--- src/rtl/piezo_alarm_unit.sv ---
// piezo_alarm_unit: plays a repeating 8-note melody on PIEZO after an ALARM_DOING rise, with stop, snooze and auto-timeout
module piezo_alarm_unit #(
    parameter int unsigned CLK_HZ        = 50_000_000,
    parameter int unsigned NOTE_CYC      = 12_500_000,
    parameter int unsigned GAP_CYC       = 2_500_000,
    parameter int unsigned TIMEOUT_NOTES = 240,
    parameter int unsigned SNOOZE_CYC    = 50_000_000
) (
    input  logic CLK,
    input  logic RESET,
    input  logic ALARM_DOING,
    input  logic STOP,
    input  logic SNOOZE,
    output logic PIEZO,
    output logic RINGING,
    output logic SNOOZING
);
    typedef enum logic [1:0] {IDLE, PLAY, GAP, SNOOZE_WAIT} state_t;
    // half-periods for C5 D5 E5 F5 G5 A5 B5 C6
    localparam logic [31:0] HP [8] = '{
        CLK_HZ / (2 * 523), CLK_HZ / (2 * 587), CLK_HZ / (2 * 659), CLK_HZ / (2 * 698),
        CLK_HZ / (2 * 784), CLK_HZ / (2 * 880), CLK_HZ / (2 * 988), CLK_HZ / (2 * 1047)
    };
    state_t state, state_n;
    logic [31:0] cnt, cnt_n, tone, tone_n, played, played_n;
    logic [2:0] idx, idx_n;
    logic alarm_q, piezo_n, trig, wrap, active;
    always_comb begin
        trig = ALARM_DOING && !alarm_q;
        wrap = tone == HP[idx] - 32'd1;
        active = state == PLAY || state == GAP;
        state_n = state;
        cnt_n = cnt + 32'd1;
        tone_n = '0;
        idx_n = idx;
        played_n = played;
        piezo_n = 1'b0;
        case (state)
            IDLE: begin
                cnt_n = '0;
                if (trig) begin
                    state_n = PLAY;
                    idx_n = '0;
                    played_n = '0;
                end
            end
            PLAY: begin
                if (cnt == NOTE_CYC - 1) begin
                    state_n = GAP;
                    cnt_n = '0;
                end else begin
                    tone_n = wrap ? '0 : tone + 32'd1;
                    piezo_n = PIEZO ^ wrap;
                end
            end
            GAP: begin
                if (cnt == GAP_CYC - 1) begin
                    state_n = played + 32'd1 == TIMEOUT_NOTES ? IDLE : PLAY;
                    cnt_n = '0;
                    idx_n = idx + 3'd1;
                    played_n = played + 32'd1;
                end
            end
            SNOOZE_WAIT: begin
                if (cnt == SNOOZE_CYC - 1) begin
                    state_n = PLAY;
                    cnt_n = '0;
                    idx_n = '0;
                    played_n = '0;
                end
            end
            default: state_n = IDLE;
        endcase
        // key pulses override any expiry transition; STOP beats SNOOZE
        if (STOP && state != IDLE) begin
            state_n = IDLE;
            cnt_n = '0;
            tone_n = '0;
            idx_n = '0;
            played_n = '0;
            piezo_n = 1'b0;
        end else if (SNOOZE && active) begin
            state_n = SNOOZE_WAIT;
            cnt_n = '0;
            tone_n = '0;
            piezo_n = 1'b0;
        end
    end
    always_ff @(posedge CLK) begin
        if (RESET) begin
            state <= IDLE;
            cnt <= '0;
            tone <= '0;
            idx <= '0;
            played <= '0;
            alarm_q <= 1'b0;
            PIEZO <= 1'b0;
            RINGING <= 1'b0;
            SNOOZING <= 1'b0;
        end else begin
            state <= state_n;
            cnt <= cnt_n;
            tone <= tone_n;
            idx <= idx_n;
            played <= played_n;
            alarm_q <= ALARM_DOING;
            PIEZO <= piezo_n;
            RINGING <= state_n == PLAY || state_n == GAP;
            SNOOZING <= state_n == SNOOZE_WAIT;
        end
    end
endmodule

--- config.mk ---
export PLATFORM = sky130hd
export DESIGN_NAME = piezo_alarm_unit
export DESIGN_NICKNAME = d
export VERILOG_FILES = /design/src/rtl/piezo_alarm_unit.sv
export SDC_FILE = /design/constraint.sdc
export NUM_CORES = 1
export LEC_CHECK = 0
export CORE_ASPECT_RATIO = 0.9
export CORE_MARGIN = 3
export CORE_UTILIZATION = 59
export CTS_BUF_LIST = sky130_fd_sc_hd__clkbuf_8
export CTS_CLUSTER_DIAMETER = 200
export DETAILED_ROUTE_END_ITERATION = 8
export PLACE_DENSITY = 0.84
export SETUP_SLACK_MARGIN = 0.1
export SLEW_MARGIN = 0
export SYNTH_ARGS = -nofsm -noshare
export SYNTH_HDL_FRONTEND = slang
export SYNTH_SLANG_ARGS = --single-unit
--- constraint.sdc ---
create_clock -name CLK -period 2.69 [get_ports CLK]
set_input_delay 0.4035 -clock CLK [delete_from_list [all_inputs] [get_ports CLK]]
set_output_delay 0.4035 -clock CLK [all_outputs]
set_load 0.01 [all_outputs]
* Word level (Yosys, flattened, before mapping)
Memories as Yosys holds them, arrays and structs flattened.
Cells that the tools add are included.
** Cells by class
- Reduce and logical (&&, ||, !) cells :: 14
- Equality and inequality tests :: 14
- Bitwise operators :: 3
- $lt $le $gt $ge :: 1
- Mux-type cells :: 22
- Add/sub/neg operators :: 5
** Operators with widths (count)
- two-way mux 32 bit :: 8
- case mux 32 bit (4 select lines) :: 1
- adder 32 x 1 -> 32 bit, second input constant :: 3
- case mux 32 bit (3 select lines) :: 1
- == test 32 x 22 -> 1 bit, second input constant :: 1
- == test 32 x 24 -> 1 bit, second input constant :: 1
- == test 32 x 26 -> 1 bit, second input constant :: 1
- == test 32 bit :: 1
- == test 32 x 8 -> 1 bit, second input constant :: 1
- subtractor 32 x 1 -> 32 bit, second input constant :: 1
- two-way mux 2 bit :: 6
- two-way mux 3 bit :: 3
- case mux 3 bit (3 select lines) :: 1
- == test 2 bit, second input constant :: 4
- case mux 2 bit (4 select lines) :: 1
- OR reduction 6 bit :: 1
- OR reduction 5 bit :: 1
- == test 2 x 1 -> 1 bit, second input constant :: 2
- >= comparator 4 bit, second input constant :: 1
- != test 2 bit, second input constant :: 2
- inverter 3 -> 4 bit :: 1
- AND reduction 4 bit :: 1
- adder 3 x 1 -> 3 bit, second input constant :: 1
- logical AND 1 bit :: 3
- 11 further kinds :: 12
** Word-level totals
- Output and inout bits :: 3
- Bits in registers :: 105
- Memories :: 1
- Bits in read-only memories :: 256
- Word-level logic and storage cells :: 69
** Memory list
- (name not given) :: depth 8, bits a word 32, read ports 1, clocked after Yosys merged registers in 0, write ports 0, line 30 : wrap = tone == HP[idx] - 32'd1;

* Logic depth before layout (Yosys ltp)
Gate-level depths: netlist (run 1).
- Depth in word-level cells :: 9
- Mapped depth :: 12

* Least setup slack after synthesis (run 1)
OpenSTA, ideal clock, no wires.
- Path type :: register to register
- From :: reg idx[1]
- To :: reg tone[23]
- Library setup time :: 117 ps
- Cell stages (with the launch flop) :: 13
- Arrival time :: 2703 ps
- Path buffers :: 3
- Slack :: -130 ps
- Clock period less this slack :: 2820 ps
- Cells stage by stage :: dfxtp_1 -> clkbuf_1 -> inv_1 -> ha_1 -> nor4bb_1 -> clkbuf_1 -> o2111ai_1 -> xnor3_1 -> a21oi_1 -> nand4_1 -> o21ai_1 -> buf_2 -> nor2_1
** Between the ends
- Longest elaborated chain between the ends :: 7
** RTL lines
- start: declaration :: line 26 : logic [2:0] idx, idx_n;
- start signal: assignment :: line 104 : idx <= idx_n;
- inverter 3 -> 4 bit (implied by the code) :: line 30
- memory read (8 x 32 bit)
- two-way mux 32 bit (implied by the code) (2 in series) :: line 30
- subtractor 32 x 1 -> 32 bit :: line 30
- == test 32 bit :: line 30
- OR reduction 6 bit (no line)
- end signal: assignment :: line 103 : tone <= tone_n;
- end: declaration :: line 25 : logic [31:0] cnt, cnt_n, tone, tone_n, played, played_n;
No other way between the ends. The select of a mux whose other input is x is not followed.
A chain may end at the register's enable or synchronous reset.

* Final worst setup path (run 1)
- From :: reg idx[0]
- To :: reg tone[24]
Same word-level chain as after synthesis.

==> results_dict.tcl, run 1 <==
set metrics [dict create \
    vdd_drop_max_uv 431.4 \
    sw_frac_of_total_pct 35.73 \
    yosys-top-cells-area "dfxtp_1, xor2_1, nor2_1" \
    track_usage_pct 25.12 \
    diodes 0 \
    critPathKind "flop to flop" \
    tightest_slew_ns 0.6168 \
    crit_end "tone[24]" \
    wl_per_cell_um 16.35 \
    syn_avg_cell_area_um2 8.014 \
    clk_latency_ns 0.39 \
    fmax_mhz 365.0 \
    layout.nets 842 \
    die_width_um 112.6 \
    die-area_mm2 0.01148 \
    cts_tree "yes" \
    ys_seq_area_share_pct 34.83 \
    area_growth_pct 21.44 \
    cts_buffer_depth 2 \
    grt_max_degree 33 \
    synth.distinct_cells 60 \
    layout-drive-gt1-share_pct 21.24 \
    dr.first_iter.drc_count 513 \
    synthTopCellsByCount "nor2_1, dfxtp_1, xor2_1" \
    hold_buffers 0 \
    reg2reg_depth 11 \
    drc 0 \
    cts_buffers 9 \
    slew_headroom_pct 58.57 \
    overflow 0 \
    multiInputGateArea_mm2 0.004021 \
    seq_power_share_pct 42.1 \
    antenna_found_initial 0 \
    route.vias.total 5780 \
    power_switching_mw 1.387 \
    crit_fanout 8 \
    r2r-start "idx[0]" \
    yosys.cell_count.top_type "nor2_1" \
    clockRootBuffer "clkbuf_8" \
    crit_arrival_ns 3.03 \
    power_density_mw_per_mm2 529.8 \
    failed_checks "negative setup slack" \
    wl_met3_um 939 \
    synth_edf_count 0 \
    ys_async_sr_fraction_pct 0 \
    p_clk_share_pct 23.1 \
    syn-cell-area_mm2 0.006035 \
    rsz0062_at_grt "true" \
    end_kind "flop" \
    grt_pass1_vias 5254 \
    regArea_mm2 0.002128 \
    io_pins 8 \
    ys_seq_elements 105 \
    port_buffers 7 \
    min_path_type "flop to flop" \
    path_clk_slew_ns 0.10 \
    ys.flop_type "dfxtp_1" \
    fin_ws_ns -0.04993 \
    setup.worst_path.start_class "flop" \
    die_h_um 101.9 \
    r2r_setup_slack_ns -0.05 \
    yosysTopAreaCell "dfxtp_1" \
    synth_top_area_share_pct 34.83 \
    cap_violations 0 \
    hold_viol 0 \
    finish.instance_area_mm2 0.007328 \
    leakage_nw 2.585 \
    htreeDepth 3 \
    ant_nets 0 \
    fp.coreArea_mm2 0.009827 \
    wl_met1_um 6365 \
    dr.pass1.iters 5 \
    rows 34 \
    power_mw 3.882 \
    status "complete, but fails checks" \
    dpl.hpwl_um 10120 \
    top_layer "met4" \
    synthesis.nets 775 \
    r2r_end "tone[24]" \
    wl_met2_um 7781 \
    crit_path_start "idx[0]" \
    internal-power_mw 2.495 \
    min_period_ns 2.740 \
    p_comb_share_pct 34.8 \
    drv_slew 0 \
    initial_core_util_pct 61.41 \
    fin_crit_sh_pct 101.9 \
    yosysWarnings 0 \
    gp_congestion 0.9389 \
    setup_viol 32 \
    grt_pass1_wl_um 24010 \
    drt-vias-per-instance 6.084 \
    fillers 644 \
    post_dp_cell_area_mm2 0.006619 \
    routed_wl_um 15530 \
    place_ws_ns -0.1815 \
    crit_required_ns 2.98 \
    synthCells 753 \
    skew_ns 0.01413 \
    clock-sinks 105 \
]
what timing repair did:
action                                 in CTS  in global routing
setup endpoints to repair                  35                 46
gates resized for setup                    23                 66
endpoints found under the hold margin       0                  0
pin swaps                                   9                 38
gates cloned                                0                  3
buffers inserted                            5                 13
power groups by stage:
| stage | clock, mW | sequential, mW | combinational [mW] |
|---|---|---|---|
| after floorplan | 0 | 1.67 | 0.743 |
| after detailed placement | 0 | 1.67 | 1.11 |
| final | 0.896 | 1.63 | 1.35 |
| after global routing | 0.967 | 1.64 | 1.45 |
| after CTS | 0.911 | 1.63 | 1.14 |
| after global placement | 0 | 1.66 | 1.06 |
worst min-delay path by stage:
| stage | endpoint | cells after the start | from | slack [ns] |
|---|---|---|---|---|
| finish | cnt[0] | 1 | cnt[0] | 0.44 |
| global route | cnt[0] | 1 | cnt[0] | 0.46 |
| CTS | cnt[0] | 1 | cnt[0] | 0.48 |
| detailed placement | cnt[0] | 1 | cnt[0] | 0.45 |
| global placement | cnt[0] | 1 | cnt[0] | 0.44 |
| floorplan | cnt[0] | 1 | cnt[0] | 0.43 |
state kept, by name, indices dropped and copies added (netlist names):
name	count
cnt	32
played	32
tone	32
idx	3
state	2
PIEZO	1
RINGING	1
SNOOZING	1
alarm_q	1
cell families after synthesis:
family	synth area share [%]
mux	1.348
fa+ha+maj	3.525
compound gates	7.174
simple gates	31.76
xor+xnor	17.35
buf+inv	3.939
flops	34.83
other cells	0.06214
per-layer routing:
layer	track usage, %	up-vias
met5	0	-
met1	31.59	2749
met4	9.427	0
met2	43.12	235
met3	4.914	55
li1	-	2741
critical path, stage by stage, from the launching register on:
cell and delay, ns:
dfxtp_4 0.40, inv_1 0.09, ha_1 0.34, buf_6 0.15
mux2i_2 0.17, xnor2_1 0.19, nand2_1 0.11, o22ai_1 0.24
nand4_1 0.28, o21ai_4 0.38, clkbuf_16 0.23, nor2_1 0.05
through the flow:
stage          util, %  hold WS (ns)  setup TNS, ns  std cells
5_1_grt          74.57        0.4600         -3.456        950
3_5_place_dp     67.35        0.4538        -0.4960        914
2_1_floorplan        -        0.4297              0        753
6_report         74.57        0.4381        -0.8000        950
3_3_place_gp     67.35        0.4412        -0.1238        914
4_1_cts          70.14        0.4784              0        934
cell type report:
| class | count | share of cell area (%) |
|---|---|---|
| multi-input cells | 592 | 54.87 |
| clock inverters | 6 | 0.5976 |
| clock buffers | 9 | 1.690 |
| flip-flops and latches | 105 | 29.04 |
| well taps | 126 | 2.151 |
| repair buffers | 91 | 10.57 |
| inverters | 21 | 1.076 |
cells in the final DEF, fill, tap and decap left out, types with 4 or more instances in the layout:
cell type / n
nor2_1: 115
dfxtp_1: 88
buf_4: 75
xor2_1: 69
nand2_1: 55
xnor2_1: 47
nand4_1: 36
nand3_1: 33
and3_1: 22
inv_1: 21
nor3_1: 18
a21oi_1: 15
dfxtp_2: 15
or3_1: 13
o21ai_0: 12
ha_1: 12
nor4_1: 10
clkbuf_8: 9
nor2b_1: 8
and2_1: 7
nor4_2: 7
clkdlybuf4s50_1: 7
and4_1: 6
nor2_2: 5
a31oi_1: 5
nor3_2: 5
mux2i_1: 5
nor2_4: 5
buf_6: 5
o22ai_1: 4
No activity file was read; power rests on OpenSTA's default activity.
==> inputs of run 2 (changes only) <==
- CTS_CLUSTER_SIZE: default -> 16
- GPL_ROUTABILITY_DRIVEN: default -> 0
==> run 2 against run 1 <==
The flow now finishes without violations; combinational power grew 3%; register-to-register slack gained 0.08 ns; clock-buffer cell count is the same; final cell count shrank 1.1%; core utilization grew 1.1 points; total power grew 5.2%; non-clock buffer count shrank 11; final area grew 1.4%; clock skew shrank 0.0087 ns; maximum frequency grew 2.9%; sequential power is essentially flat; critical endpoint is now RINGING; largest cell class unchanged.
==> results_dict.tcl, run 2 (synthesis gave the netlist of run 1 again) <==
set metrics [dict create \
    place_inst 912 \
    path_clk_slew_ns 0.11 \
    wl_per_cell_um 16.84 \
    place_ws_ns -0.1594 \
    seq_power_share_pct 40.3 \
    min_period_ns 2.663 \
    cts_buffers 9 \
    rsz0062_at_grt "true" \
    port_buffers 7 \
    p_comb_share_pct 34.1 \
    holdPathStages 1 \
    rows 34 \
    crit_fanout 6 \
    cpLargestDelayFamily "simple AND/OR/NAND/NOR gates" \
    route.vias.total 5768 \
    grt_max_degree 33 \
    clk_latency_ns 0.39 \
    r2r-start "played[8]" \
    dr.pass1.iters 5 \
    grt_pass1_wl_um 24520 \
    die_width_um 112.6 \
    clockRootBuffer "clkbuf_8" \
    multiInputGateArea_mm2 0.004160 \
    cts_tree "yes" \
    setup_viol 0 \
    path_cells "nand2_2 -> or4_4 -> buf_4 -> or4_1 -> o211a_1 -> nand4_1 -> nor4_2 -> nor3_1 -> ha_2 -> nor2b_1" \
    fin_ws_ns 0.02718 \
    status "finished, final reports clean" \
    io_pins 8 \
    regArea_mm2 0.002127 \
    fillers 636 \
    die-area_mm2 0.01148 \
    overflow 0 \
    antenna_found_initial 0 \
    cp_slowest_cell "or4_4" \
    track_usage_pct 25.56 \
    min_path_type "flop to flop" \
    crit_arrival_ns 2.94 \
    hp-start "cnt[0]" \
    fin_cells 940 \
    setup.worst_path.start_class "flop" \
    power_switching_mw 1.460 \
    cap_violations 0 \
    sw_frac_of_total_pct 35.75 \
    final_common_cell "nor2_1" \
    fmax_mhz 375.5 \
    p_clk_share_pct 25.6 \
    cts_buffer_depth 2 \
    power_density_mw_per_mm2 549.5 \
    tightest_slew_ns 0.6743 \
    area_growth_pct 23.16 \
    internal-power_mw 2.624 \
    dr.first_iter.drc_count 412 \
    crit_required_ns 2.96 \
    fin_hold_ws_ns 0.4438 \
    hold_viol 0 \
    diodes 0 \
    clock-sinks 105 \
    htreeDepth 3 \
    layout.nets 831 \
    critPathKind "flop to flop" \
    drv_slew 0 \
    slew_headroom_pct 54.70 \
    leakage_nw 2.522 \
    initial_core_util_pct 61.41 \
    grt_pass1_vias 5451 \
    r2r_setup_slack_ns 0.03 \
    die_h_um 101.9 \
    layout_common_cells "nor2_1, dfxtp_1, xor2_1, buf_4, nand2_1" \
    ant_nets 0 \
    drc 0 \
    drt-vias-per-instance 6.136 \
    hold-path-endpoint "cnt[0]" \
    routed_wl_um 15830 \
    tns_ns 0 \
    fp.coreArea_mm2 0.009827 \
    dpl.hpwl_um 10190 \
    reg_top3 "cnt x32, played x32, tone x32" \
    r2r_end "RINGING" \
    path_buf_inv 1 \
    worst-path-stages 10 \
    fin_crit_sh_pct 98.99 \
    end_kind "flop" \
    vdd_drop_max_uv 468.7 \
    skew_ns 0.005433 \
    cp_slowest_stage_delay_ns 0.56 \
    layout-drive-gt1-share_pct 23.46 \
    reg2reg_depth 10 \
]
## run 2: changes by cell type in the layout (fill, tap and decap cells not counted), moves of 3 or more
cell    change
buf_4      -12
inv_1       -4
nor2_1     -14
nor2_2      +3
ha_4        +4
ha_1        -4
nor2_4     +11
## run 2: worst max path at each step
stage | from | to
global placement | ALARM_DOING | RINGING
global route | played[5] | RINGING
finish | played[8] | RINGING
floorplan | played[6] | RINGING
CTS | played[7] | RINGING
detailed placement | ALARM_DOING | RINGING
## run 2: timing repair
action                     4_1_cts  5_1_grt
hold buffers                     0        0
gates cloned                     0        2
buffers inserted                 0       10
pin swaps                        5       38
setup endpoints to repair       35       40
gates resized for setup         15      113
## run 2: layout make-up
cell class,instances,share of cell area [%]
tap,126,2.121
clock buffer,9,1.667
multi-input combinational,592,55.98
clock inverter,7,1.145
sequential,105,28.62
timing repair buffer,80,9.310
inverter,21,1.162
## run 2: stage by stage
stage	utilization (%)	instance area [µm²]	power (mW)
6_report	75.63	7432	4.084
5_1_grt	75.63	7432	4.251
4_1_cts	69.95	6874	3.825
3_5_place_dp	67.20	6604	2.773
3_3_place_gp	67.20	6604	2.727
2_1_floorplan	-	6071	2.415
## run 2: metal layers
layer	global-route usage, %	routed length, µm	share of wire (%)	vias to the layer above
met5	0	0	0	-
met4	10.26	464	2.9	0
met3	5.269	978	6.2	53
met2	45.17	7970	50	234
met1	30.65	6416	41	2770
li1	-	-	-	2711
## run 2: worst register-to-register path: stages (launching register included)
cell and delay [ns]:
dfxtp_2 0.35, nand2_2 0.08, or4_4 0.56, buf_4 0.17, or4_1 0.49, o211a_1 0.16, nand4_1 0.10, nor4_2 0.06
nor3_1 0.16, ha_2 0.29, nor2b_1 0.13
## run 2: power by group through the flow
| stage | Clock (mW) | Combinational, mW | Sequential [mW] |
|---|---|---|---|
| floorplan | 0 | 0.743 | 1.67 |
| global placement | 0 | 1.06 | 1.66 |
| detailed placement | 0 | 1.11 | 1.67 |
| CTS | 1.06 | 1.14 | 1.63 |
| global route | 1.11 | 1.49 | 1.65 |
| finish | 1.04 | 1.39 | 1.65 |
